`config.mk`:
```
export PLATFORM = sky130hd
export DESIGN_NAME = rr_grant_controller_flat
export DESIGN_NICKNAME = d
export VERILOG_FILES = /design/src/rtl/rr_grant_controller_if.sv /design/src/rtl/rr_grant_controller.sv /design/src/flat_wrapper.sv
export SDC_FILE = /design/constraint.sdc
export NUM_CORES = 1
export LEC_CHECK = 0
export ABC_AREA = 1
export CAP_MARGIN = 40
export CORE_MARGIN = 2
export CORE_UTILIZATION = 44
export CTS_CLUSTER_SIZE = 24
export DETAILED_ROUTE_END_ITERATION = 6
export PLACE_DENSITY = 0.69
export SYNTH_ARGS = -nofsm -noshare
export SYNTH_HDL_FRONTEND = slang
export SYNTH_SLANG_ARGS = --single-unit
```
`constraint.sdc`:
```
create_clock -name clk -period 2.05 [get_ports clk]
set_input_delay 0.5125 -clock clk [delete_from_list [all_inputs] [get_ports clk]]
set_output_delay 0.5125 -clock clk [all_outputs]
set_load 0.05 [all_outputs]
```
`src/rtl/rr_grant_controller_if.sv`:
```
// Requester/consumer bundle for rr_grant_controller.
// The arbiter takes the slave side; the requester/consumer takes the master side.
interface rr_grant_controller_if #(
  parameter int N_REQ = 4,
  parameter int IDX_W = 2
);
  logic [N_REQ-1:0] req;
  logic             arb_ack;
  logic             grant_valid;
  logic [IDX_W-1:0] grant_idx;
  logic [N_REQ-1:0] grant_onehot;
  logic             arb_timeout;

  modport master (
    output req, arb_ack,
    input  grant_valid, grant_idx,
    input  grant_onehot, arb_timeout
  );

  modport slave (
    input  req, arb_ack,
    output grant_valid, grant_idx,
    output grant_onehot, arb_timeout
  );
endinterface

```
`src/rtl/rr_grant_controller.sv`:
```
// Registered round-robin arbiter with grant/ack handshake.
// Optional grant revoke after TIMEOUT cycles: define ARB_TIMEOUT_EN.
module rr_grant_controller #(
  parameter int N_REQ   = 4,
  parameter int IDX_W   = 2,
  parameter int TIMEOUT = 16
) (
  input logic                  clk,
  input logic                  rst,
  rr_grant_controller_if.slave bus
);

  localparam logic [0:0] IDLE  = 1'b0;
  localparam logic [0:0] GRANT = 1'b1;

  if (IDX_W != $clog2(N_REQ) || (1 << IDX_W) != N_REQ ||
      TIMEOUT < 2 || TIMEOUT > 255) begin : g_bad_cfg
    $error("rr_grant_controller: bad parameters");
  end

  logic [0:0]       state;
  logic [IDX_W-1:0] ptr;
  logic [IDX_W-1:0] idx_q;
  logic [N_REQ-1:0] oh_q;
  logic             valid_q;
  logic [IDX_W-1:0] base;
  logic [IDX_W-1:0] cand;
  logic [IDX_W-1:0] win_idx;
  logic [N_REQ-1:0] win_oh;
  logic             win_found;
  logic             adv;

`ifdef ARB_TIMEOUT_EN
  logic [7:0] cnt;
  logic       to_q;
  logic       expire;

  assign expire = (state == GRANT) && !bus.arb_ack &&
                  (cnt == 8'(TIMEOUT - 1));
  assign adv    = bus.arb_ack | expire;
`else
  assign adv = bus.arb_ack;
`endif

  // Once granted, the search restarts after the current winner.
  assign base = (state == GRANT) ? idx_q : ptr;

  always_comb begin
    win_found = 1'b0;
    win_idx   = '0;
    cand      = '0;
    for (int k = 1; k <= N_REQ; k++) begin
      cand = base + IDX_W'(k);
      if (!win_found && bus.req[cand]) begin
        win_found = 1'b1;
        win_idx   = cand;
      end
    end
  end

  assign win_oh = {{(N_REQ-1){1'b0}}, 1'b1} << win_idx;

  always_ff @(posedge clk or negedge rst) begin
    if (!rst) begin
      state   <= IDLE;
      ptr     <= IDX_W'(N_REQ - 1);
      idx_q   <= '0;
      oh_q    <= '0;
      valid_q <= 1'b0;
    end else begin
      unique case (state)
        IDLE: begin
          if (win_found) begin
            idx_q   <= win_idx;
            oh_q    <= win_oh;
            valid_q <= 1'b1;
            state   <= GRANT;
          end
        end
        GRANT: begin
          if (adv) begin
            ptr <= idx_q;
            if (win_found) begin
              idx_q <= win_idx;
              oh_q  <= win_oh;
            end else begin
              valid_q <= 1'b0;
              oh_q    <= '0;
              state   <= IDLE;
            end
          end
        end
        default: state <= IDLE;
      endcase
    end
  end

`ifdef ARB_TIMEOUT_EN
  always_ff @(posedge clk or negedge rst) begin
    if (!rst) begin
      cnt  <= '0;
      to_q <= 1'b0;
    end else begin
      to_q <= expire;
      if (state == IDLE || adv) cnt <= '0;
      else                      cnt <= cnt + 8'd1;
    end
  end

  assign bus.arb_timeout = to_q;
`else
  assign bus.arb_timeout = 1'b0;
`endif

  assign bus.grant_valid  = valid_q;
  assign bus.grant_idx    = idx_q;
  assign bus.grant_onehot = oh_q;

endmodule

```
`src/flat_wrapper.sv`:
```
// flat-port wrapper written by rule: the top's interface ports become plain ports
module rr_grant_controller_flat 
#(
  parameter int N_REQ   = 4,
  parameter int IDX_W   = 2,
  parameter int TIMEOUT = 16
)
  (clk, rst, bus_req, bus_arb_ack, bus_grant_valid, bus_grant_idx, bus_grant_onehot, bus_arb_timeout);
  rr_grant_controller_if #(.N_REQ(N_REQ), .IDX_W(IDX_W)) bus_i ();
  input logic clk;
  input logic rst;
  input wire logic [$bits(bus_i.req)-1:0] bus_req;
  input wire logic [$bits(bus_i.arb_ack)-1:0] bus_arb_ack;
  output wire logic [$bits(bus_i.grant_valid)-1:0] bus_grant_valid;
  output wire logic [$bits(bus_i.grant_idx)-1:0] bus_grant_idx;
  output wire logic [$bits(bus_i.grant_onehot)-1:0] bus_grant_onehot;
  output wire logic [$bits(bus_i.arb_timeout)-1:0] bus_arb_timeout;
  assign bus_i.req = bus_req;
  assign bus_i.arb_ack = bus_arb_ack;
  assign bus_grant_valid = bus_i.grant_valid;
  assign bus_grant_idx = bus_i.grant_idx;
  assign bus_grant_onehot = bus_i.grant_onehot;
  assign bus_arb_timeout = bus_i.arb_timeout;
  rr_grant_controller #(.N_REQ(N_REQ), .IDX_W(IDX_W), .TIMEOUT(TIMEOUT)) u_core (.clk(clk), .rst(rst), .bus(bus_i));
endmodule
```
Yosys cells after proc, flatten, opt, wreduce, memory -nomap -nowiden

Cells that the tools add are included.

Bits in registers: 10
Word-level logic and storage cells: 57

Add/sub/neg operators: 3
Order comparisons: 4
Equal/unequal tests: 3
Shift operators: 1
Muxes and demuxes: 31
Bitwise gates (word level): 1
Reduce and logical (&&, ||, !) cells: 9

Operators with widths:

| operator              | number |
|---|---|
| $mux W2               | 7 |
| $mux W1               | 13 |
| $lt A2 B3 Y1 const B  | 4 |
| $mux W4               | 3 |
| $bmux W1 S2           | 4 |
| $pmux W4 S2           | 1 |
| $add A2 B2 Y2 const B | 2 |
| $ne A2 B2 Y1 const B  | 2 |
| $pmux W1 S2           | 2 |
| $pmux W2 S2           | 1 |
| $reduce_and A2 Y1     | 2 |
| $shl A1 B2 Y4 const A | 1 |
| $logic_and A1 B1 Y1   | 3 |
| $logic_not A1 Y1      | 3 |
| $reduce_and A3 Y1     | 1 |
| $add A2 B1 Y2 const B | 1 |
| $ne A2 B1 Y1 const B  | 1 |
| $not A1 Y1            | 1 |

Depth between registers and ports, before layout

Gate-level depths: netlist of the first run.

Depth in word-level cells: 18
Gate-level depth with buffers: 16
Mapped depth without buffers: 15

Worst setup path after synthesis of the first run

OpenSTA, ideal clock, no wires.

Path kind: register to register
Start point: reg u_core.idx_q[0] (netlist: u_core.bus.grant_idx[0])
End point: reg u_core.oh_q[0] (netlist: u_core.bus.grant_onehot[0])
Library setup time: 0.118 ns
Arrival: 1.684 ns
Data required time: 1.932 ns
Path slack: 0.248 ns
Cell stages (with the launch flop): 14
Period minus slack after synthesis: 1.802 ns
Cell sequence: dfrtp_1 > inv_1 > nand2_1 > nand2_4 > nand2_1 > nand3_1 > nand2_2 > nand4_4 > clkinv_1 > nand2_1 > nand2_1 > inv_1 > nand2_1 > nand2_1

Word-level cells in the longest chain between the ends: 18
Elaborated cells between the ends (all ways): 33
Those cells by class: add/sub (3); eq/ne (1); shift (1); mux (21); reduce/logical (7)

Ends and longest elaborated chain:

| item                          | RTL line                  | RTL |
|---|---|---|
| start: declaration            | rr_grant_controller.sv:23 | `logic [IDX_W-1:0] idx_q;` |
| start signal: assignment      | rr_grant_controller.sv:74 | `idx_q <= win_idx;` |
| start signal: assignment      | rr_grant_controller.sv:84 | `idx_q <= win_idx;` |
| $mux W2 (*)                   | rr_grant_controller.sv:46 | `assign base = (state == GRANT) ? idx_q : ptr;` |
| $add A2 B1 Y2                 | rr_grant_controller.sv:53 | `cand = base + IDX_W'(k);` |
| $bmux W1 S2                   | rr_grant_controller.sv:54 | `if (!win_found && bus.req[cand]) begin` |
| $mux W1 (implied by the code) | rr_grant_controller.sv:54 |  |
| $mux W1                       | rr_grant_controller.sv:54 |  |
| $logic_not A1 Y1              | rr_grant_controller.sv:54 |  |
| $logic_and A1 B1 Y1           | rr_grant_controller.sv:54 |  |
| $mux W1                       | rr_grant_controller.sv:54 |  |
| (+2 left out)                 | n/a                       |  |
| $mux W1                       | rr_grant_controller.sv:54 |  |
| $logic_not A1 Y1              | rr_grant_controller.sv:54 |  |
| $logic_and A1 B1 Y1           | rr_grant_controller.sv:54 |  |
| $mux W2                       | rr_grant_controller.sv:54 |  |
| $shl A1 B2 Y4                 | rr_grant_controller.sv:61 | `assign win_oh = {{(N_REQ-1){1'b0}}, 1'b1} << win_idx;` |
| $mux W4                       | rr_grant_controller.sv:83 | `if (win_found) begin` |
| $mux W4                       | rr_grant_controller.sv:81 | `if (adv) begin` |
| $pmux W4 S2                   | rr_grant_controller.sv:71 | `unique case (state)` |
| end signal: assignment        | rr_grant_controller.sv:75 | `oh_q <= win_oh;` |
| end signal: assignment        | rr_grant_controller.sv:85 | `oh_q <= win_oh;` |
| end: declaration              | rr_grant_controller.sv:24 | `logic [N_REQ-1:0] oh_q;` |

Mark *: on every way between the ends. The rest lies on a longest branch, timed or not. The select of a mux whose other input is x is not followed.
A chain may end at the register's enable or synchronous reset.

Worst setup path after layout of the first run

Start point: reg u_core.idx_q[1] (netlist: u_core.bus.grant_idx[1])
End point: out bus_grant_idx[1]

RTL lines:

| item             | RTL line           | RTL |
|---|---|---|
| end: declaration | flat_wrapper.sv:15 | `output wire logic [$bits(bus_i.grant_idx)-1:0] bus_grant_idx;` |

No word-level cell between the ends.

==> out/results.ini, run 1 <==
[run_status]
status=complete, no violations

[synthesis]
synth.most_common_cell=nand2_1
synthCells=124
yosysTopAreaCellShare=0.239
yosysUniqueCellTypes=21
synthTopCellsByArea=dfrtp_1 (24%), nand2_1 (21%), nand2_2 (11%)
synth-async-reset-ratio=1.00
synth_edf_count=0
syn_nets=131
yosys-top-cells-count=nand2_1 (48), inv_1 (15), nand2_2 (15)
synth-main-ff-cell=dfrtp_1
yosysSeqAreaShare=0.301
yosysWarningCount=0
synth_area_per_cell_um2=6.76
synth_top_area_cell=dfrtp_1
synthesis.area_um2=838
synth_seq_cells=10

[clock_tree]
clock_sinks=10
cts_buffer_depth=2
cts_resized=0
insertion_delay_ns=0.27
cts.htree.levels=1
cts_tree=done
cts_setup_buffers=0
clkSlewWorstSetupHoldPaths_ns=0.07
cts_made_buffers=3
ctsHoldBuffers=0
root_buffer=clkbuf_4

[grt]
grt_use_total=0.166
grt_pass1_wl_um=2640
grt_util_met2=0.284
busiest_layer=met2
grt_max_degree=11
overflow=0
grtUsageMet1=0.206
antenna_found_initial=0
use_met3=0.0113
grt_pass1_vias=661

[cells_and_area]
final_util=0.571
drive_gt1_frac=0.209
multiInputGateArea_um2=495
final_cell_area_mm2=0.00101
fillers=191
antennaDiodeCount=0
instances_no_fill=164
layout.nets=147
regArea_um2=253
synthToLayoutAreaGrowth_pct=20.1

[worst_hold_path]
holdCritPathClass=reg -> reg

[power_and_ir_drop]
ir_worst_vdd_v=0.000817
power_leakage_nw=0.522
cellPowerDensity_mw_per_mm2=1800
total_power_mw=1.82

[floorplanning]
ios=15
num_rows=15
dieWidth_um=47.7
dieHeight_um=47.7
initial_core_util=0.475
placeableCoreArea_mm2=0.00176
dieArea_mm2=0.00227

[worst_setup_path]
crit_path_end_kind=output port
worstPathRequired_ns=1.54
max_stage_delay_ns=0.81
path_max_fanout=3
cp_num_buf_inv=1
path_cells=clkdlybuf4s50_1
crit_slowest_cell=clkdlybuf4s50_1
worst-setup-path-type=reg -> out
crit_end=bus_grant_idx[1]
r2r_end=u_core.bus.grant_idx[0]$_DFFE_PN0P_
worst-path-stages=1
rrSetupSlack_ns=0.19
crit_arrival_ns=1.44
crit_start=u_core.bus.grant_idx[1]$_DFFE_PN0P_
reg2reg_from=u_core.state$_DFF_PN0_
crit_path_start_kind=flip-flop
crit_family=buffers and inverters
rr_worst_depth=11

[timing]
relSlewSlack=0.668
fin_skew_ns=0.0109
layout_setup_ws_ns=0.0937
maxSlewViolCount=0
fin_crit_sh=0.954
period_needed_ns=1.96
tightest_slew_ns=0.497
max_freq_mhz=511
rsz0062_at_grt=no
finalHoldViolCount=0
setup_viol=0

[drt]
drc=0
vias=758
wl_um=1680
vias_per_cell=4.62
wl_per_cell_um=10.3
antenna_left=0
drt-initial-drc-count=13
dr.pass1.iters=4

[placed_design]
post_dp_cell_area_um2=981
dp.cells=160
port_buffers=13
routabilityCongestion=0.795
dp_slack_ns=-0.0132
dp_hpwl_um=1340

[flow_run]
maxCapViolCount=0

## layout by cell type (no fill, tap or decap), drive strengths merged
cell type / count
nand3: 8
dfstp: 2
nand4: 2
nor2: 3
nand3b: 1
nand2: 68
a21oi: 3
clkbuf: 4
clkinv: 1
inv: 16
o21ai: 9
conb: 1
dfrtp: 8
clkdlybuf4s50: 13
## flip-flops by register name, indices dropped and copies added, names as in the netlist
signal                   cells
u_core.bus.grant_valid       1
u_core.bus.grant_onehot      4
u_core.state                 1
u_core.ptr                   2
u_core.bus.grant_idx         2
## final cells by class
class,instances,share of cell area
inverter,17,0.0708
timing repair buffer,13,0.129
clock buffer,4,0.0261
multi-input combinational,95,0.492
tap,25,0.0311
sequential,10,0.251
## power by group
group	switching [mW]	total, mW	internal [mW]
logic	0.898	1.31	0.417
clock network	0.0686	0.144	0.0751
registers	0.0646	0.357	0.292
total	1.03	1.82	0.785
## through the flow
stage	setup TNS [ns]	hold WS (ns)
global route	0	0.523
floorplan	0	0.217
CTS	0	0.485
finish	0	0.482
detailed placement	-0.0321	0.468
global placement	0	0.464
## how the worst min path moves through the flow
stage / startpoint / endpoint / slack [ns] / cells after the start
3_5_place_dp: u_core.bus.grant_onehot[0]$_DFFE_PN0P_ / u_core.bus.grant_onehot[0]$_DFFE_PN0P_ / 0.47 / 2
2_1_floorplan: rst / u_core.bus.grant_idx[0]$_DFFE_PN0P_ / 0.22 / 0
4_1_cts: u_core.bus.grant_onehot[0]$_DFFE_PN0P_ / u_core.bus.grant_onehot[0]$_DFFE_PN0P_ / 0.49 / 2
5_1_grt: u_core.bus.grant_onehot[0]$_DFFE_PN0P_ / u_core.bus.grant_onehot[0]$_DFFE_PN0P_ / 0.52 / 2
3_3_place_gp: u_core.bus.grant_onehot[0]$_DFFE_PN0P_ / u_core.bus.grant_onehot[0]$_DFFE_PN0P_ / 0.46 / 2
6_report: u_core.bus.grant_onehot[0]$_DFFE_PN0P_ / u_core.bus.grant_onehot[0]$_DFFE_PN0P_ / 0.48 / 2
## metal layers
layer / up-vias / part of all wire
li1: 415 / -
met1: 331 / 0.48
met2: 10 / 0.50
met3: 2 / 0.017
met4: 0 / 0.0083
met5: - / 0
## kinds of logic (layout without fill, tap and decap cells)
group,count (synthesis),count (layout),share of synthesized area
other,1,1,0.00447
AO/OA/AOI/OAI,12,12,0.0895
buffers and inverters,19,34,0.107
flip-flops,10,10,0.301
AND/OR/NAND/NOR,82,82,0.497
(Power assumes the default switching activity.)
==> run 2: changes to the inputs <==
--- a/config.mk
+++ b/config.mk
@@ -11,6 +11,7 @@
 export CORE_UTILIZATION = 44
 export CTS_CLUSTER_SIZE = 24
 export DETAILED_ROUTE_END_ITERATION = 6
+export MAX_ROUTING_LAYER = met4
 export PLACE_DENSITY = 0.69
 export SYNTH_ARGS = -nofsm -noshare
 export SYNTH_HDL_FRONTEND = slang
==> run 2 against run 1 <==
Against the previous run: clock skew hardly changed; cell count stayed put; critical path depth stayed put; global-route usage is 0.53 points higher.
==> out/results.ini, run 2 (synthesized netlist as in run 1, its figures left out) <==
[grt]
overflow=0
grt_use_total=0.172
grt_pass1_vias=662
grt_max_degree=11
antenna_found_initial=0
grt_pass1_wl_um=2640

[power_and_ir_drop]
ir_worst_vdd_v=0.000817
power_leakage_nw=0.522
cellPowerDensity_mw_per_mm2=1800
total_power_mw=1.82

[clock_tree]
insertion_delay_ns=0.27
cts.htree.levels=1
cts_buffer_depth=2
cts_resized=0
clock_sinks=10
cts_made_buffers=3
clkSlewWorstSetupHoldPaths_ns=0.07
root_buffer=clkbuf_4
ctsHoldBuffers=0
cts_setup_buffers=0
cts_tree=done

[flow_run]
maxCapViolCount=0

[drt]
vias=758
antenna_left=0
wl_um=1680
drt-initial-drc-count=13
met2WireLength_um=834
wl_per_cell_um=10.3
drt-met1-wl_um=804
vias_per_cell=4.62
dr.pass1.iters=4
met3_wirelength_um=28
drc=0
highest_layer=met4

[timing]
finalHoldViolCount=0
layout_setup_ws_ns=0.0937
tightest_slew_ns=0.497
fin_crit_sh=0.954
rsz0062_at_grt=no
fin_skew_ns=0.0109
setup_viol=0
relSlewSlack=0.668
max_freq_mhz=511
period_needed_ns=1.96
maxSlewViolCount=0
fin_setup_tns_ns=0

[floorplanning]
dieArea_mm2=0.00227
num_rows=15
dieWidth_um=47.7
ios=15
dieHeight_um=47.7
placeableCoreArea_mm2=0.00176
initial_core_util=0.475

[worst_setup_path]
crit_path_end_kind=output port
crit_family=buffers and inverters
crit_slowest_cell=clkdlybuf4s50_1
worstPathRequired_ns=1.54
worst-setup-path-type=reg -> out
path_max_fanout=3
rr_worst_depth=11
rrSetupSlack_ns=0.19
path_cells=clkdlybuf4s50_1
max_stage_delay_ns=0.81
crit_arrival_ns=1.44
crit_path_start_kind=flip-flop
worst-path-stages=1
cp_num_buf_inv=1

[cells_and_area]
final_cell_area_mm2=0.00101
final_common_cell=nand2_1
drive_gt1_frac=0.209
largest_register_ffs=4
instances_no_fill=164
antennaDiodeCount=0
final_cell_mix=nand2_1 (48), inv_1 (15), nand2_2 (15)
synthToLayoutAreaGrowth_pct=20.1
layout.nets=147

[placed_design]
dp.cells=160
post_dp_cell_area_um2=981
routabilityCongestion=0.807
port_buffers=13
dp_hpwl_um=1340
dp_slack_ns=-0.0132

[run_status]
status=complete, no violations

[worst_hold_path]
hold_depth=2
holdCritPathClass=reg -> reg

==> run 2: cell counts in the layout (fill, tap and decap cells not counted) <==
No cell type changed its count.
==> run 2: per-layer routing <==
metal,global-route usage,vias up
li1,-,415
met1,0.206,331
met2,0.284,10
met3,0.0113,2
met4,0.0973,0
met5,-,-
==> run 2: layout make-up <==
class	count	area [um2]
tap	25	31.3
clock buffer	4	26.3
fill	191	757
sequential	10	253
timing repair buffer	13	130
multi-input combinational	95	495
inverter	17	71.3
==> run 2: worst min-delay path: stages (launching register included) <==
cell and delay (ns):
dfrtp_1 0.35, nand2_1 0.05, nand2_1 0.05
==> run 2: power by group <==
part	internal [mW]	switching (mW)	total, mW
Sequential	0.292	0.0646	0.357
Clock	0.0751	0.0686	0.144
Combinational	0.417	0.898	1.31
Total	0.785	1.03	1.82
==> run 2: path summary, 6_finish.rpt <==
check                                                            start                                endpoint
worst max-delay path               u_core.bus.grant_idx[1]$_DFFE_PN0P_                        bus_grant_idx[1]
worst min-delay path            u_core.bus.grant_onehot[0]$_DFFE_PN0P_  u_core.bus.grant_onehot[0]$_DFFE_PN0P_
worst max register to register                  u_core.state$_DFF_PN0_     u_core.bus.grant_idx[0]$_DFFE_PN0P_
worst min register to register  u_core.bus.grant_onehot[0]$_DFFE_PN0P_  u_core.bus.grant_onehot[0]$_DFFE_PN0P_
max in group asynchronous                                          rst               u_core.ptr[0]$_DFFE_PN1P_
min in group asynchronous                                          rst      u_core.bus.grant_valid$_DFFE_PN0P_
==> run 2: per-stage QoR <==
stage	util	hold slack, ns
6_report	0.571	0.482
5_1_grt	0.571	0.523
4_1_cts	0.571	0.485
3_5_place_dp	0.556	0.468
3_3_place_gp	0.556	0.464
2_1_floorplan	-	0.217
==> run 3: changes to the inputs <==
--- a/config.mk
+++ b/config.mk
@@ -6,7 +6,6 @@
 export NUM_CORES = 1
 export LEC_CHECK = 0
 export ABC_AREA = 1
-export CAP_MARGIN = 40
 export CORE_MARGIN = 2
 export CORE_UTILIZATION = 44
 export CTS_CLUSTER_SIZE = 24
==> results of run 3 <==
No change in the layout: final DEF, timing and power equal those of run 2.
